**src/rtl/spm_copy_if.sv**
```systemverilog
// Command and scratchpad-port signal bundle for spm_copy_engine.
// io_cycles exists only when SPM_COPY_PERF_EN is defined.
interface spm_copy_if #(
  parameter int ADDR_W = 8,
  parameter int DATA_W = 32
);
  localparam int BE_W = DATA_W / 8;

  logic              io_cmd_valid;
  logic              io_cmd_ready;
  logic              io_cmd_fill;
  logic [ADDR_W-1:0] io_cmd_src;
  logic [ADDR_W-1:0] io_cmd_dst;
  logic [ADDR_W:0]   io_cmd_len;
  logic [BE_W-1:0]   io_cmd_byteEn;
  logic [DATA_W-1:0] io_cmd_pattern;
  logic [DATA_W-1:0] io_M_Data;
  logic [ADDR_W-1:0] io_M_Addr;
  logic [BE_W-1:0]   io_M_ByteEn;
  logic              io_M_We;
  logic [DATA_W-1:0] io_S_Data;
  logic              io_busy;
  logic              io_done;
`ifdef SPM_COPY_PERF_EN
  logic [15:0]       io_cycles;
`endif

  // master: the copy engine; slave: the controller and SPM around it
  modport master (
    input  io_cmd_valid, io_cmd_fill, io_cmd_src, io_cmd_dst, io_cmd_len,
           io_cmd_byteEn, io_cmd_pattern, io_S_Data,
`ifdef SPM_COPY_PERF_EN
    output io_cycles,
`endif
    output io_cmd_ready, io_M_Data, io_M_Addr, io_M_ByteEn, io_M_We,
           io_busy, io_done
  );

  modport slave (
    output io_cmd_valid, io_cmd_fill, io_cmd_src, io_cmd_dst, io_cmd_len,
           io_cmd_byteEn, io_cmd_pattern, io_S_Data,
`ifdef SPM_COPY_PERF_EN
    input  io_cycles,
`endif
    input  io_cmd_ready, io_M_Data, io_M_Addr, io_M_ByteEn, io_M_We,
           io_busy, io_done
  );
endinterface

```
**src/rtl/spm_copy_engine.sv**
```systemverilog
// SPM block-copy / pattern-fill initiator driving a byte-enabled scratchpad port.
// Define SPM_COPY_PERF_EN to add the io_cycles command-duration counter.
//
// state | meaning
// IDLE  | waiting for a command, io_cmd_ready high
// RD    | read address src+cnt presented
// CAP   | SPM returns read data, captured into the write-data register
// WR    | write dst+cnt with latched byte enables
// DONE  | one-cycle completion pulse
module spm_copy_engine #(
  parameter int ADDR_W = 8,
  parameter int DATA_W = 32
) (
  input logic        clk,
  input logic        reset,
  spm_copy_if.master bus
);
  localparam int BE_W = DATA_W / 8;
  localparam logic [ADDR_W:0] CNT_ONE = {{ADDR_W{1'b0}}, 1'b1};

  typedef enum logic [2:0] {IDLE, RD, CAP, WR, DONE} state_t;

  state_t            state_q, state_d;
  logic [ADDR_W:0]   cnt_q, cnt_d, cnt_inc, len_q;
  logic [ADDR_W-1:0] src_q, dst_q;
  logic [BE_W-1:0]   be_q;
  logic [DATA_W-1:0] pat_q;
  logic              fill_q;
  logic              accept;

  logic [DATA_W-1:0] m_data_q, m_data_d;
  logic [ADDR_W-1:0] m_addr_q, m_addr_d;
  logic [BE_W-1:0]   m_be_q, m_be_d;
  logic              m_we_q, m_we_d;
  logic              busy_q, busy_d;
  logic              done_q, done_d;

  assign bus.io_cmd_ready = (state_q == IDLE);
  assign accept           = bus.io_cmd_valid && bus.io_cmd_ready;
  assign cnt_inc          = cnt_q + CNT_ONE;

  always_ff @(posedge clk or posedge reset) begin
    if (reset) begin
      state_q  <= IDLE;
      cnt_q    <= '0;
      m_data_q <= '0;
      m_addr_q <= '0;
      m_be_q   <= '0;
      m_we_q   <= 1'b0;
      busy_q   <= 1'b0;
      done_q   <= 1'b0;
    end else begin
      state_q  <= state_d;
      cnt_q    <= cnt_d;
      m_data_q <= m_data_d;
      m_addr_q <= m_addr_d;
      m_be_q   <= m_be_d;
      m_we_q   <= m_we_d;
      busy_q   <= busy_d;
      done_q   <= done_d;
    end
  end

  always_ff @(posedge clk or posedge reset) begin
    if (reset) begin
      src_q  <= '0;
      dst_q  <= '0;
      len_q  <= '0;
      be_q   <= '0;
      pat_q  <= '0;
      fill_q <= 1'b0;
    end else if (accept) begin
      src_q  <= bus.io_cmd_src;
      dst_q  <= bus.io_cmd_dst;
      len_q  <= bus.io_cmd_len;
      be_q   <= bus.io_cmd_byteEn;
      pat_q  <= bus.io_cmd_pattern;
      fill_q <= bus.io_cmd_fill;
    end
  end

  // Master outputs are computed for the state being entered, so they are
  // registered yet line up with that state's cycle.
  always_comb begin
    state_d  = state_q;
    cnt_d    = cnt_q;
    m_data_d = m_data_q;
    m_addr_d = m_addr_q;
    m_be_d   = '0;
    m_we_d   = 1'b0;
    case (state_q)
      IDLE: begin
        if (accept) begin
          cnt_d = '0;
          if (bus.io_cmd_len == '0) begin
            state_d = DONE;
          end else if (bus.io_cmd_fill) begin
            state_d  = WR;
            m_addr_d = bus.io_cmd_dst;
            m_data_d = bus.io_cmd_pattern;
            m_be_d   = bus.io_cmd_byteEn;
            m_we_d   = 1'b1;
          end else begin
            state_d  = RD;
            m_addr_d = bus.io_cmd_src;
          end
        end
      end
      RD: state_d = CAP;
      CAP: begin
        state_d  = WR;
        m_addr_d = dst_q + cnt_q[ADDR_W-1:0];
        m_data_d = bus.io_S_Data;
        m_be_d   = be_q;
        m_we_d   = 1'b1;
      end
      WR: begin
        cnt_d = cnt_inc;
        if (cnt_inc == len_q) begin
          state_d = DONE;
        end else if (fill_q) begin
          m_addr_d = dst_q + cnt_inc[ADDR_W-1:0];
          m_data_d = pat_q;
          m_be_d   = be_q;
          m_we_d   = 1'b1;
        end else begin
          state_d  = RD;
          m_addr_d = src_q + cnt_inc[ADDR_W-1:0];
        end
      end
      DONE: state_d = IDLE;
      default: state_d = IDLE;
    endcase
    busy_d = (state_d == RD) || (state_d == CAP) || (state_d == WR);
    done_d = (state_d == DONE);
  end

  assign bus.io_M_Data   = m_data_q;
  assign bus.io_M_Addr   = m_addr_q;
  assign bus.io_M_ByteEn = m_be_q;
  assign bus.io_M_We     = m_we_q;
  assign bus.io_busy     = busy_q;
  assign bus.io_done     = done_q;

`ifdef SPM_COPY_PERF_EN
  // Counts through the DONE cycle so the value equals accept-to-done latency.
  logic [15:0] cycles_q;
  always_ff @(posedge clk or posedge reset) begin
    if (reset)
      cycles_q <= '0;
    else if (accept)
      cycles_q <= '0;
    else if (state_q != IDLE && cycles_q != 16'hFFFF)
      cycles_q <= cycles_q + 16'd1;
  end
  assign bus.io_cycles = cycles_q;
`endif
endmodule
```
**src/flat_wrapper.sv**
```systemverilog
// flat-port wrapper written by rule: the top's interface ports become plain ports
module spm_copy_engine_flat 
#(
  parameter int ADDR_W = 8,
  parameter int DATA_W = 32
)
  (clk, reset, bus_io_cmd_valid, bus_io_cmd_fill, bus_io_cmd_src, bus_io_cmd_dst, bus_io_cmd_len, bus_io_cmd_byteEn, bus_io_cmd_pattern, bus_io_S_Data, bus_io_cmd_ready, bus_io_M_Data, bus_io_M_Addr, bus_io_M_ByteEn, bus_io_M_We, bus_io_busy, bus_io_done);
  spm_copy_if #(.ADDR_W(ADDR_W), .DATA_W(DATA_W)) bus_i ();
  input logic clk;
  input logic reset;
  input wire logic [$bits(bus_i.io_cmd_valid)-1:0] bus_io_cmd_valid;
  input wire logic [$bits(bus_i.io_cmd_fill)-1:0] bus_io_cmd_fill;
  input wire logic [$bits(bus_i.io_cmd_src)-1:0] bus_io_cmd_src;
  input wire logic [$bits(bus_i.io_cmd_dst)-1:0] bus_io_cmd_dst;
  input wire logic [$bits(bus_i.io_cmd_len)-1:0] bus_io_cmd_len;
  input wire logic [$bits(bus_i.io_cmd_byteEn)-1:0] bus_io_cmd_byteEn;
  input wire logic [$bits(bus_i.io_cmd_pattern)-1:0] bus_io_cmd_pattern;
  input wire logic [$bits(bus_i.io_S_Data)-1:0] bus_io_S_Data;
  output wire logic [$bits(bus_i.io_cmd_ready)-1:0] bus_io_cmd_ready;
  output wire logic [$bits(bus_i.io_M_Data)-1:0] bus_io_M_Data;
  output wire logic [$bits(bus_i.io_M_Addr)-1:0] bus_io_M_Addr;
  output wire logic [$bits(bus_i.io_M_ByteEn)-1:0] bus_io_M_ByteEn;
  output wire logic [$bits(bus_i.io_M_We)-1:0] bus_io_M_We;
  output wire logic [$bits(bus_i.io_busy)-1:0] bus_io_busy;
  output wire logic [$bits(bus_i.io_done)-1:0] bus_io_done;
  assign bus_i.io_cmd_valid = bus_io_cmd_valid;
  assign bus_i.io_cmd_fill = bus_io_cmd_fill;
  assign bus_i.io_cmd_src = bus_io_cmd_src;
  assign bus_i.io_cmd_dst = bus_io_cmd_dst;
  assign bus_i.io_cmd_len = bus_io_cmd_len;
  assign bus_i.io_cmd_byteEn = bus_io_cmd_byteEn;
  assign bus_i.io_cmd_pattern = bus_io_cmd_pattern;
  assign bus_i.io_S_Data = bus_io_S_Data;
  assign bus_io_cmd_ready = bus_i.io_cmd_ready;
  assign bus_io_M_Data = bus_i.io_M_Data;
  assign bus_io_M_Addr = bus_i.io_M_Addr;
  assign bus_io_M_ByteEn = bus_i.io_M_ByteEn;
  assign bus_io_M_We = bus_i.io_M_We;
  assign bus_io_busy = bus_i.io_busy;
  assign bus_io_done = bus_i.io_done;
  spm_copy_engine #(.ADDR_W(ADDR_W), .DATA_W(DATA_W)) u_core (.clk(clk), .reset(reset), .bus(bus_i));
endmodule
```
**config.mk**
```make
export PLATFORM = sky130hd
export DESIGN_NAME = spm_copy_engine_flat
export DESIGN_NICKNAME = d
export VERILOG_FILES = /design/src/rtl/spm_copy_if.sv /design/src/rtl/spm_copy_engine.sv /design/src/flat_wrapper.sv
export SDC_FILE = /design/constraint.sdc
export NUM_CORES = 1
export LEC_CHECK = 0
export ABC_AREA = 1
export CAP_MARGIN = 20
export CORE_MARGIN = 2
export CORE_UTILIZATION = 45
export DETAILED_ROUTE_END_ITERATION = 7
export HOLD_SLACK_MARGIN = 0.12
export MAX_ROUTING_LAYER = met4
export PLACE_DENSITY_LB_ADDON = 0.3
export RECOVER_POWER = 100
export SLEW_MARGIN = 20
export SYNTH_ARGS = -nofsm -noshare
export SYNTH_HDL_FRONTEND = slang
export SYNTH_SLANG_ARGS = --single-unit
```
**constraint.sdc**
```tcl
create_clock -name clk -period 4.9 [get_ports clk]
set_input_delay 0.49 -clock clk [delete_from_list [all_inputs] [get_ports clk]]
set_output_delay 0.49 -clock clk [all_outputs]
set_load 0.02 [all_outputs]
```
Yosys cells after proc, flatten, opt, wreduce, memory -nomap -nowiden
Index checks and enable logic that the tools add are counted.
{ "totals": {"n_memories": 0, "mem_bits_rw": 0, "output_inout_bits": 48, "input_bits": 97, "rom_bits": 0, "reg_bits": 121, "latch_bits": 0, "elab_cells": 73} }
{ "op_classes": {"multipliers": 0, "n_shift": 0, "n_addsub": 4, "n_reduce_logical": 10, "order_cmp": 0, "div_mod_pow": 0, "mux": 32, "n_eq_ne": 13, "bitwise": 0} }
{ "op_table": {"columns": ["op", "n"], "rows": [
  ["$mux 32", 5],
  ["$pmux 32 s3", 1],
  ["$mux 8", 5],
  ["$add 8x8->8", 3],
  ["$pmux 8 s3", 1],
  ["$mux 4", 5],
  ["$pmux 9 s2", 1],
  ["$eq 3x2->1 const B", 4],
  ["$mux 3", 4],
  ["$pmux 3 s4", 1],
  ["$pmux 4 s3", 1],
  ["$add 9x1->9 const B", 1],
  ["$eq 9x9->1", 1],
  ["$logic_not 9->1", 1],
  ["$mux 9", 1],
  ["$ne 2x2->1 const B", 4],
  ["$eq 3x1->1 const B", 2],
  ["$reduce_and 6->1", 1],
  ["$mux 1", 5],
  ["$reduce_and 4->1", 1],
  ["$eq 3x3->1 const B", 1],
  ["$logic_not 3->1", 1],
  ["$pmux 1 s3", 1],
  ["$reduce_bool 3->1", 1],
  ["6 further kinds", 7]
]} }

Logic depth before layout (Yosys ltp)
Gate-level depths: netlist of the first run.
{ "logic_depth": {"word_depth": 7, "mapped_depth": 16, "depth_no_buf": 16} }

Worst setup path after synthesis of the first run
No wires, ideal clock.
{ "synth_timing": {"path_type": "flip-flop to flip-flop", "startpoint": "register u_core.fill_q", "endpoint": "register u_core.m_addr_q[7] (netlist: u_core.bus.io_M_Addr[7])", "slack_ps": 2604, "setup_time_ps": 116, "path_stages_with_launch": 13, "synth_period_minus_slack_ps": 2296, "path_buffers": 1, "arrival_ps": 2179, "cell_sequence": "dfrtp_1 -> clkbuf_1 -> mux2_2 -> ha_1 -> a21oi_1 -> nand2_1 -> nand2_1 -> nand3_1 -> or2_2 -> nand3_1 -> nand3_1 -> nand2_1 -> nand2_1"} }
{ "synth_between": {"elab_chain_len": 3} }
{ "synth_lines": {"columns": ["item", "line_no", "rtl"], "rows": [
  ["start, declared", "spm_copy_engine.sv:28", "logic fill_q;"],
  ["start signal, assigned", "spm_copy_engine.sv:78", "fill_q <= bus.io_cmd_fill;"],
  ["$mux 8", "spm_copy_engine.sv:121", "end else if (fill_q) begin"],
  ["$mux 8", "spm_copy_engine.sv:119", "if (cnt_inc == len_q) begin"],
  ["$pmux 8 s3", "spm_copy_engine.sv:91", "case (state_q)"],
  ["end signal, assigned", "spm_copy_engine.sv:56", "m_addr_q <= m_addr_d;"],
  ["end, declared", "spm_copy_engine.sv:32", "logic [ADDR_W-1:0] m_addr_q, m_addr_d;"]
]} }
Every way passes these cells. The select of a mux whose other input is x is not followed.
A chain may end at the register's enable or synchronous reset.

Final worst setup path of the first run
{ "layout_timing": {"startpoint": "register u_core.cnt_q[1]", "endpoint": "register u_core.m_data_q[21] (netlist: u_core.bus.io_M_Data[21])"} }
{ "layout_between": {"elab_chain_len": 4} }
{ "layout_lines": {"columns": ["item", "line_no", "rtl"], "rows": [
  ["start, declared", "spm_copy_engine.sv:24", "logic [ADDR_W:0] cnt_q, cnt_d, cnt_inc, len_q;"],
  ["start signal, assigned", "spm_copy_engine.sv:54", "cnt_q <= cnt_d;"],
  ["$add 9x1->9", "spm_copy_engine.sv:40", "assign cnt_inc = cnt_q + CNT_ONE;"],
  ["$eq 9x9->1", "spm_copy_engine.sv:119", null],
  ["$ne 2x2->1 (no line)", null, null],
  ["$reduce_and 6->1 (no line)", null, null],
  ["end signal, assigned", "spm_copy_engine.sv:55", "m_data_q <= m_data_d;"],
  ["end, declared", "spm_copy_engine.sv:31", "logic [DATA_W-1:0] m_data_q, m_data_d;"]
]} }
Every way passes these cells.

==> results of run 1 <==
==> per-layer routing <==
metal	track usage (%)	up-vias
li1	-	3075
met1	33.16	2941
met2	38.67	225
met3	4.854	35
met4	10.05	0
met5	-	-
==> sequential cells by signal (all words and copies together) (netlist names) <==
register / flops
u_core.bus.io_M_Data: 32
u_core.pat_q: 32
u_core.cnt_q: 9
u_core.len_q: 9
u_core.bus.io_M_Addr: 8
u_core.dst_q: 8
u_core.src_q: 8
u_core.be_q: 4
u_core.bus.io_M_ByteEn: 4
u_core.state_q: 3
u_core.bus.io_M_We: 1
u_core.bus.io_busy: 1
u_core.bus.io_done: 1
u_core.fill_q: 1
==> metrics by stage <==
stage	std cells	area [sq um]	total power [mW]	worst slack [ns]	utilization [%]
after floorplan	854	6535	3.744	1.196	-
after global placement	1149	8093	4.649	1.826	56.32
after detailed placement	1149	8093	4.722	1.692	56.32
after CTS	1181	8721	6.101	1.710	60.69
after global routing	1181	8700	6.492	0.9385	60.55
final	1181	8700	6.026	1.278	60.55
==> cells by family after synthesis <==
kind of cell | count (synthesis) | share of synthesized area (%)
adders and majority gates | 17 | 3.485
muxes | 3 | 0.5169
and+or+nand+nor | 436 | 28.39
AOI/OAI and AO/OA | 144 | 12.56
xor gates and xnor gates | 6 | 0.8041
buffers and inverters | 127 | 7.907
DFF | 121 | 46.33
==> worst paths after layout <==
path                                         start                       end  slack [ns]  depth (start not counted)
setup / recovery                   u_core.cnt_q[1]  u_core.bus.io_M_Data[21]        1.28                         13
hold / removal             u_core.bus.io_M_Data[9]   u_core.bus.io_M_Data[9]        0.46                          2
setup reg to reg                   u_core.cnt_q[1]  u_core.bus.io_M_Data[21]        1.28                         13
hold reg to reg            u_core.bus.io_M_Data[9]   u_core.bus.io_M_Data[9]        0.46                          2
max in group asynchronous                    reset           u_core.len_q[4]        2.07                          3
min in group asynchronous                    reset          u_core.pat_q[13]        1.01                          2
==> worst register-to-register path, cell delays in order (launching register included) <==
cell and delay, ns:
dfrtp_1 0.49, ha_1 0.29, nand2_1 0.12, inv_1 0.15, nor2_1 0.09, nand2_1 0.06
nand2_1 0.05, nor2_1 0.08, nand2_1 0.05, nor2_1 0.27, nand4_4 0.51, nand3_1 1.13
nand2_1 0.16, nand2_1 0.11
==> layout by cell type, fill, tap and decap left out, types with 5 or more instances in the layout <==
cell,Yosys,routed
nand3_1,40,41
bufinv_16,0,5
dfrtp_1,121,121
clkdlybuf4s50_1,0,95
a21oi_1,16,16
nand4_1,41,41
a22oi_1,6,6
clkbuf_16,0,17
ha_1,15,15
dlygate4sd3_1,0,49
o21ai_0,84,84
buf_4,1,6
o211ai_1,24,24
inv_1,81,81
nor2_1,20,19
nand2_1,321,322
clkbuf_1,27,7
==> power breakdown <==
group          switching [mW]  internal (mW)  total [mW]
sequential              0.305           1.47        1.78
clock                   0.441          0.912        1.35
combinational            1.82           1.07        2.89
==> layout make-up <==
| class | instances | area share (%) |
|---|---|---|
| inverters | 85 | 3.682 |
| clock buffers | 23 | 5.264 |
| flip-flops and latches | 121 | 34.81 |
| repair buffers | 153 | 17.23 |
| well taps | 184 | 2.646 |
| multi-input cells | 606 | 34.42 |
| clock inverters | 9 | 1.956 |
==> impl_metrics.yaml, run 1 <==
die:
  initial_core_util_pct: 45.48
  io_pins: 145
  die_x_um: 124.5
  fp-row-count: 44
  core-area_sq_mm: 0.01437
  die_area_sq_mm: 0.01550
  die_y_um: 124.5
timing:
  final-max-slew-violation-count: 104
  fin_crit_sh_pct: 73.92
  hold_viol: 0
  setup_tns_ns: 0
  period_needed_ns: 3.622
  rsz0062_at_grt: "no"
  timing.fmax_mhz: 276.1
  skew_ns: 0.01047
  setup_viol: 0
  timing_worst_slew_pin_value_ns: 2.312
  relSlewSlack_pct: -54.12
  hold_ws_ns: 0.4600
final_layout:
  drive_above_1_share_pct: 4.915
  multi_input_area_sq_mm: 0.002994
  syn2layout_area_growth_pct: 33.12
  nFillCells: 1277
  ff_latch_area_sq_mm: 0.003028
  diodes: 0
  nNetsFinal: 1098
worst_setup_path:
  cpMaxStageDelayCell: "nand3_1"
  end_kind: "flop"
  start_kind: "flop"
  critical_path.top_delay_family: "simple AND/OR/NAND/NOR gates"
  cp.required_ns: 5.26
  crit_buf_inv: 1
  worstPathArrival_ns: 3.98
  path_class: "flop to flop"
  cp_max_fo: 36
  crit_path_max_incr_delay_ns: 1.12
  path_cells: "ha_1 > nand2_1 > inv_1 > nor2_1 > nand2_1 > nand2_1 > nor2_1 > nand2_1 > nor2_1 > nand4_4 > nand3_1 > nand2_1 > nand2_1"
  critPathMostFrequentCell: "nand2_1"
logic_synthesis:
  avgSynthCellArea_sq_um: 7.652
  yosysTopAreaCell: "dfrtp_1"
  postSynth.asyncResetShare_pct: 100.0
  yosysWarnings: 0
  synth_cell_types: 37
  synth.most_common_cell: "nand2_1"
  synth_cells: 854
  synth.area.top_cells: "dfrtp_1 46%, nand2_1 18%, o21ai_0 6.4%"
  synth_top_area_share_pct: 46.33
  synth_nets: 968
  netlist_area_sq_mm: 0.006535
  synth_ff_type: "dfrtp_1"
  synth-edff-count: 0
  yosysSeqAreaShare_pct: 46.33
  ys_seq_elements: 121
  ys_top_cells_by_count: "321 x nand2_1, 121 x dfrtp_1, 84 x o21ai_0"
route:
  wl_per_cell_um: 15.50
  drtPass1Iterations: 5
  vias: 6276
  drt_iter0_drc: 552
  antenna_left: 0
  top_layer: "met4"
  wl_met2_um: 8634
  wl_met3_um: 1092
  avgViaCountPerCell: 5.314
  drt-total-wl_um: 18310
  drc_errors: 0
  wl_met1_um: 8117
global_routing:
  grt_overflow_total: 0
  grt_usage_pct: 25.20
  grt_pass1_wl_um: 30350
  grt_max_degree: 59
  grt_pass1_vias: 6028
  grt_antenna_before_repair: 0
power:
  p_per_area_mw_per_mm2: 692.7
  leakage_nw: 4.253
  ir_drop_uv: 320.2
clocking:
  root_buffer: "clkbuf_16"
  post_cts_resized: 0
  cts_tree: "yes"
  clock_latency_ns: 0.42
  hold_buffers: 0
  clock_path_buffers: 2
  postCtsSetupRepairBufs: 0
  cts_buffers: 17
  htree_levels: 4
  cts.sinks: 121
  clk_pin_slew_worst_paths_ns: 0.06
outcome:
  outcome: "complete, but fails checks"
  violations: "max-capacitance violations, max-slew violations"
placement:
  port_buffers: 144
  place.gp.congestion: 0.8697
  dp_hpwl_um: 12610
flow_run:
  cap_violations: 2
worst_hold_path:
  worst_hold_path_type: "flop to flop"
Note: power is estimated with default switching activity, not from simulation.
==> run 2: changes to the inputs <==
- clock period: 4.9 -> 3.1 ns (I/O delays scaled with it)
==> run 2 against run 1 <==
The run still ends with max-capacitance violations, max-slew violations left. Critical path type unchanged. Register-to-register slack got worse by 0.80 ns. Global-route usage rose by 0.69 points. Final cell count rose by 0.85%. Via count barely moved. Worst hold slack got worse by 0.0055 ns. Sequential power rose by 57%. Die area did not move. Clock power rose by 52%. Final area rose by 0.55%. Largest cell class unchanged. Sequential cell count did not move. Core utilization rose by 0.33 points.
==> impl_metrics.yaml, run 2 (synthesis results as in run 1) <==
timing:
  setup_tns_ns: 0
  timing.fmax_mhz: 381.5
  setup_viol: 0
  hold_viol: 0
  period_needed_ns: 2.621
  relSlewSlack_pct: -43.50
  rsz0062_at_grt: "no"
  timing_worst_slew_pin_value_ns: 2.152
  skew_ns: 0.01152
  hold_ws_ns: 0.4545
  final-max-slew-violation-count: 96
  fin_crit_sh_pct: 84.55
  finalWorstSetupSlack_ns: 0.4788
global_routing:
  gr-usage-met3_pct: 4.854
  grt_pass1_vias: 6107
  grt_overflow_total: 0
  met2_usage_pct: 39.02
  grt_max_degree: 96
  grt_usage_pct: 25.89
  grt.busiest_layer: "met2"
  grt_pass1_wl_um: 31190
  grt_util_met1_pct: 34.79
  grt_antenna_before_repair: 0
final_layout:
  final_cell_mix: "320 x nand2_1, 121 x dfrtp_1, 95 x clkdlybuf4s50_1, 84 x o21ai_0, 81 x inv_1"
  fin_cells: 1191
  final_common_cell: "nand2_1"
  final_util_pct: 60.88
  stdcell_area_sq_mm: 0.008747
  drive_above_1_share_pct: 6.554
  nNetsFinal: 1108
  diodes: 0
  syn2layout_area_growth_pct: 33.85
placement:
  pre_cts_slack_ns: 0.5449
  place_area_sq_mm: 0.008194
  port_buffers: 144
  placed_cells: 1159
  place.gp.congestion: 0.9433
  dp_hpwl_um: 12840
worst_setup_path:
  cp.required_ns: 3.35
  reg2reg_to: "u_core.pat_q[27]"
  end_kind: "flop"
  path_class: "flop to flop"
  worstPathArrival_ns: 2.87
  cp_max_fo: 51
  critical_path.reg2reg.startpoint: "u_core.state_q[0]"
  r2r_setup_slack_ns: 0.48
  start_kind: "flop"
  worst-r2r-cell-count: 7
  startpoint: "u_core.state_q[0]"
clocking:
  clk_pin_slew_worst_paths_ns: 0.06
  root_buffer: "clkbuf_16"
  htree_levels: 4
  clock_latency_ns: 0.42
  cts_buffers: 17
  clock_path_buffers: 2
  cts_tree: "yes"
  post_cts_resized: 0
  hold_buffers: 0
  postCtsSetupRepairBufs: 0
  cts.sinks: 121
die:
  io_pins: 145
  die_area_sq_mm: 0.01550
  initial_core_util_pct: 45.48
  die_x_um: 124.5
  fp-row-count: 44
  core-area_sq_mm: 0.01437
  die_y_um: 124.5
route:
  drt_iter0_drc: 541
  drc_errors: 0
  vias: 6274
  drt-total-wl_um: 18660
  avgViaCountPerCell: 5.268
  wl_per_cell_um: 15.67
  drtPass1Iterations: 5
  antenna_left: 0
outcome:
  violations: "max-capacitance violations, max-slew violations"
  outcome: "complete, but fails checks"
flow_run:
  cap_violations: 1
worst_hold_path:
  worst_hold_path_type: "input port to flop"
  whs_endpoint: "u_core.pat_q[23]"
  worstHoldPathCells: 3
  hp-start: "bus_io_cmd_pattern[23]"
power:
  ir_drop_uv: 562.5
  p_per_area_mw_per_mm2: 1087
  total_power_mw: 9.505
  leakage_nw: 4.285
==> run 2: changes by cell type in the layout (fill, tap and decap cells not counted), moves of 2 or more <==
cell / change
buf_4: +8
bufinv_16: -2
clkbuf_1: -6
clkinvlp_4: +4
inv_6: +3
nand2_1: -2
nand2_2: +2
==> run 2: critical path, cell delays in order (launching register included) <==
cell and delay, ns:
dfrtp_1 0.43, nor2_1 0.16, nand2_1 0.13, inv_1 0.11, nand2_2 0.05, inv_1 0.52, clkbuf_2 0.82, o21ai_0 0.20
==> run 2: where the power goes <==
group | internal (mW) | switching (mW)
sequential | 2.33 | 0.471
clock | 1.29 | 0.763
combinational | 1.75 | 2.91
==> run 2: how the worst max path moves through the flow <==
stage / end / slack (ns) / cells past startpoint
detailed placement: u_core.bus.io_M_Addr[7] / 0.54 / 14
global route: u_core.bus.io_M_Data[27] / 0.16 / 12
CTS: u_core.bus.io_M_Addr[7] / 0.54 / 14
floorplan: u_core.bus.io_M_Addr[7] / 0.80 / 12
global placement: u_core.bus.io_M_Addr[7] / 0.64 / 11
finish: u_core.pat_q[27] / 0.48 / 7
==> run 2: area by class of cell <==
class                           count  area (sq um)
Clock buffer                       18         439.2
Tap cell                          184         230.2
Multi-Input combinational cell    606          2987
Inverter                           85         320.3
Sequential cell                   121          3028
Fill cell                        1289          5622
Timing Repair Buffer              163          1573
Clock inverter                     14         170.2
==> run 2: routing by layer <==
| layer | routed length [um] | part of all wire (%) |
|---|---|---|
| met5 | 0 | 0 |
| met1 | 8284 | 44 |
| met4 | 503 | 2.7 |
| met3 | 1227 | 6.6 |
| met2 | 8649 | 46 |
==> run 3: changes to the inputs <==
- clock period: 3.1 -> 2.7 ns (I/O delays scaled with it)
==> run 3 against run 2 <==
The flow now finishes without violations. Global-route usage fell by 0.41 points. Worst hold slack lost 0.032 ns. Wire length down 0.51%. Core utilization fell by 0.096 points. Count of clock-buffer cells in the layout increased by 4. Sequential power up 14%. Final area decreased by 0.16%. Die area unchanged. Largest power group unchanged.
==> impl_metrics.yaml, run 3 (synthesis results as in run 1) <==
global_routing:
  grt_overflow_total: 0
  grt_antenna_before_repair: 0
  grt_usage_pct: 25.48
  grt_pass1_wl_um: 30460
  grt_max_degree: 57
  grt_pass1_vias: 5877
clocking:
  htree_levels: 4
  clk_pin_slew_worst_paths_ns: 0.05
  cts_buffers: 17
  clock_latency_ns: 0.42
  root_buffer: "clkbuf_16"
  hold_buffers: 0
  cts_tree: "yes"
  cts.sinks: 121
  clock_path_buffers: 2
  post_cts_resized: 0
  postCtsSetupRepairBufs: 0
route:
  drt_iter0_drc: 482
  drc_errors: 0
  antenna_left: 0
  drt-total-wl_um: 18570
  avgViaCountPerCell: 5.228
  drtPass1Iterations: 5
  wl_per_cell_um: 15.59
  vias: 6227
worst_setup_path:
  r2r_setup_slack_ns: 0.23
  worstPathArrival_ns: 2.77
  critical_path.top_delay_family: "simple AND/OR/NAND/NOR gates"
  start_kind: "flop"
  critPathMostFrequentCell: "nand2_1"
  critical_path.reg2reg.startpoint: "u_core.cnt_q[0]"
  path_class: "flop to flop"
  cp.required_ns: 3.00
  cp_max_fo: 6
  path_cells: "ha_2 > nand2_1 > inv_1 > nor2_1 > ha_1 > a21oi_1 > nand2_1 > nand2_1 > nand3_1 > or2_2 > nand3_1 > nand3_1 > nand2_1 > nand2_1"
  reg2reg_to: "u_core.bus.io_M_Addr[7]"
  cpMaxStageDelayCell: "dfrtp_2"
  crit_path_max_incr_delay_ns: 0.45
  worst-r2r-cell-count: 14
  crit_buf_inv: 1
  end_kind: "flop"
die:
  io_pins: 145
  die_area_sq_mm: 0.01550
  core-area_sq_mm: 0.01437
  initial_core_util_pct: 45.48
  fp-row-count: 44
  die_y_um: 124.5
  die_x_um: 124.5
flow_run:
  cap_violations: 0
outcome:
  outcome: "complete, no violations"
worst_hold_path:
  whs_endpoint: "u_core.pat_q[10]"
  worst_hold_path_type: "input port to flop"
  hp-start: "bus_io_cmd_pattern[10]"
  worstHoldPathCells: 3
timing:
  setup_tns_ns: 0
  final-max-slew-violation-count: 0
  fin_crit_sh_pct: 91.44
  period_needed_ns: 2.469
  skew_ns: 0.01156
  timing_worst_slew_pin_value_ns: 1.302
  timing.fmax_mhz: 405.1
  relSlewSlack_pct: 13.22
  setup_viol: 0
  hold_viol: 0
  hold_ws_ns: 0.4224
  rsz0062_at_grt: "no"
placement:
  place.gp.congestion: 0.9132
  dp_hpwl_um: 13130
  port_buffers: 144
  placed_cells: 1161
final_layout:
  drive_above_1_share_pct: 6.356
  final_common_cell: "nand2_1"
  nFillCells: 1272
  final_cell_mix: "322 x nand2_1, 120 x dfrtp_1, 95 x clkdlybuf4s50_1, 84 x o21ai_0, 81 x inv_1"
  diodes: 0
  fin_cells: 1191
  syn2layout_area_growth_pct: 33.64
  nNetsFinal: 1110
power:
  ir_drop_uv: 549.0
  leakage_nw: 4.271
  p_per_area_mw_per_mm2: 1228
-- run 3: changes by cell type in the layout (fill, tap and decap cells not counted), sizes merged --
| cell | delta |
|---|---|
| buf | +2 |
| bufinv | -2 |
| clkbuf | +4 |
| clkinvlp | -1 |
| inv | -3 |
-- run 3: power by group --
part	switching (mW)	internal, mW
clock	0.779	1.32
sequential	0.518	2.68
combinational	3.39	2.04
-- run 3: cell type report --
class | instances | area, sq um | area share, %
inverters | 85 | 320.3 | 3.668
well taps | 184 | 230.2 | 2.636
clock inverters | 8 | 72.57 | 0.8309
flip-flops and latches | 121 | 3029 | 34.68
multi-input cells | 606 | 2994 | 34.28
clock buffers | 22 | 474.2 | 5.430
repair buffers | 165 | 1613 | 18.47
-- run 3: worst max-delay path by stage --
stage	startpoint	to	slack, ns	cells after the start
2_1_floorplan	u_core.fill_q	u_core.bus.io_M_Addr[7]	0.40	12
3_3_place_gp	u_core.cnt_q[0]	u_core.bus.io_M_Addr[7]	0.28	14
3_5_place_dp	u_core.cnt_q[0]	u_core.bus.io_M_Addr[7]	0.20	14
4_1_cts	u_core.cnt_q[0]	u_core.bus.io_M_Addr[7]	0.20	14
5_1_grt	u_core.cnt_q[0]	u_core.bus.io_M_Addr[7]	0.03	16
6_report	u_core.cnt_q[0]	u_core.bus.io_M_Addr[7]	0.23	14
-- run 3: metrics by stage --
stage	area [sq um]	total power, mW	setup WS (ns)	utilization [%]
6_report	8733	10.72	0.2312	60.78
3_3_place_gp	8247	8.679	0.2841	57.39
4_1_cts	8793	10.94	0.1958	61.20
5_1_grt	8733	11.59	0.02781	60.78
3_5_place_dp	8247	8.802	0.2011	57.39
2_1_floorplan	6539	6.795	0.4043	-
-- run 3: worst register-to-register path: stages (launching register included) --
cell and delay, ns:
dfrtp_2 0.45, ha_2 0.23, nand2_1 0.11, inv_1 0.09, nor2_1 0.18, ha_1 0.32, a21oi_1 0.14, nand2_1 0.11
nand2_1 0.07, nand3_1 0.08, or2_2 0.30, nand3_1 0.07, nand3_1 0.08, nand2_1 0.07, nand2_1 0.04
-- run 3: routing by layer --
layer | GRT usage (%) | part of all wire, %
met4 | 6.742 | 1.5
met3 | 5.326 | 5.3
met5 | - | 0
met1 | 33.95 | 47
met2 | 39.95 | 46
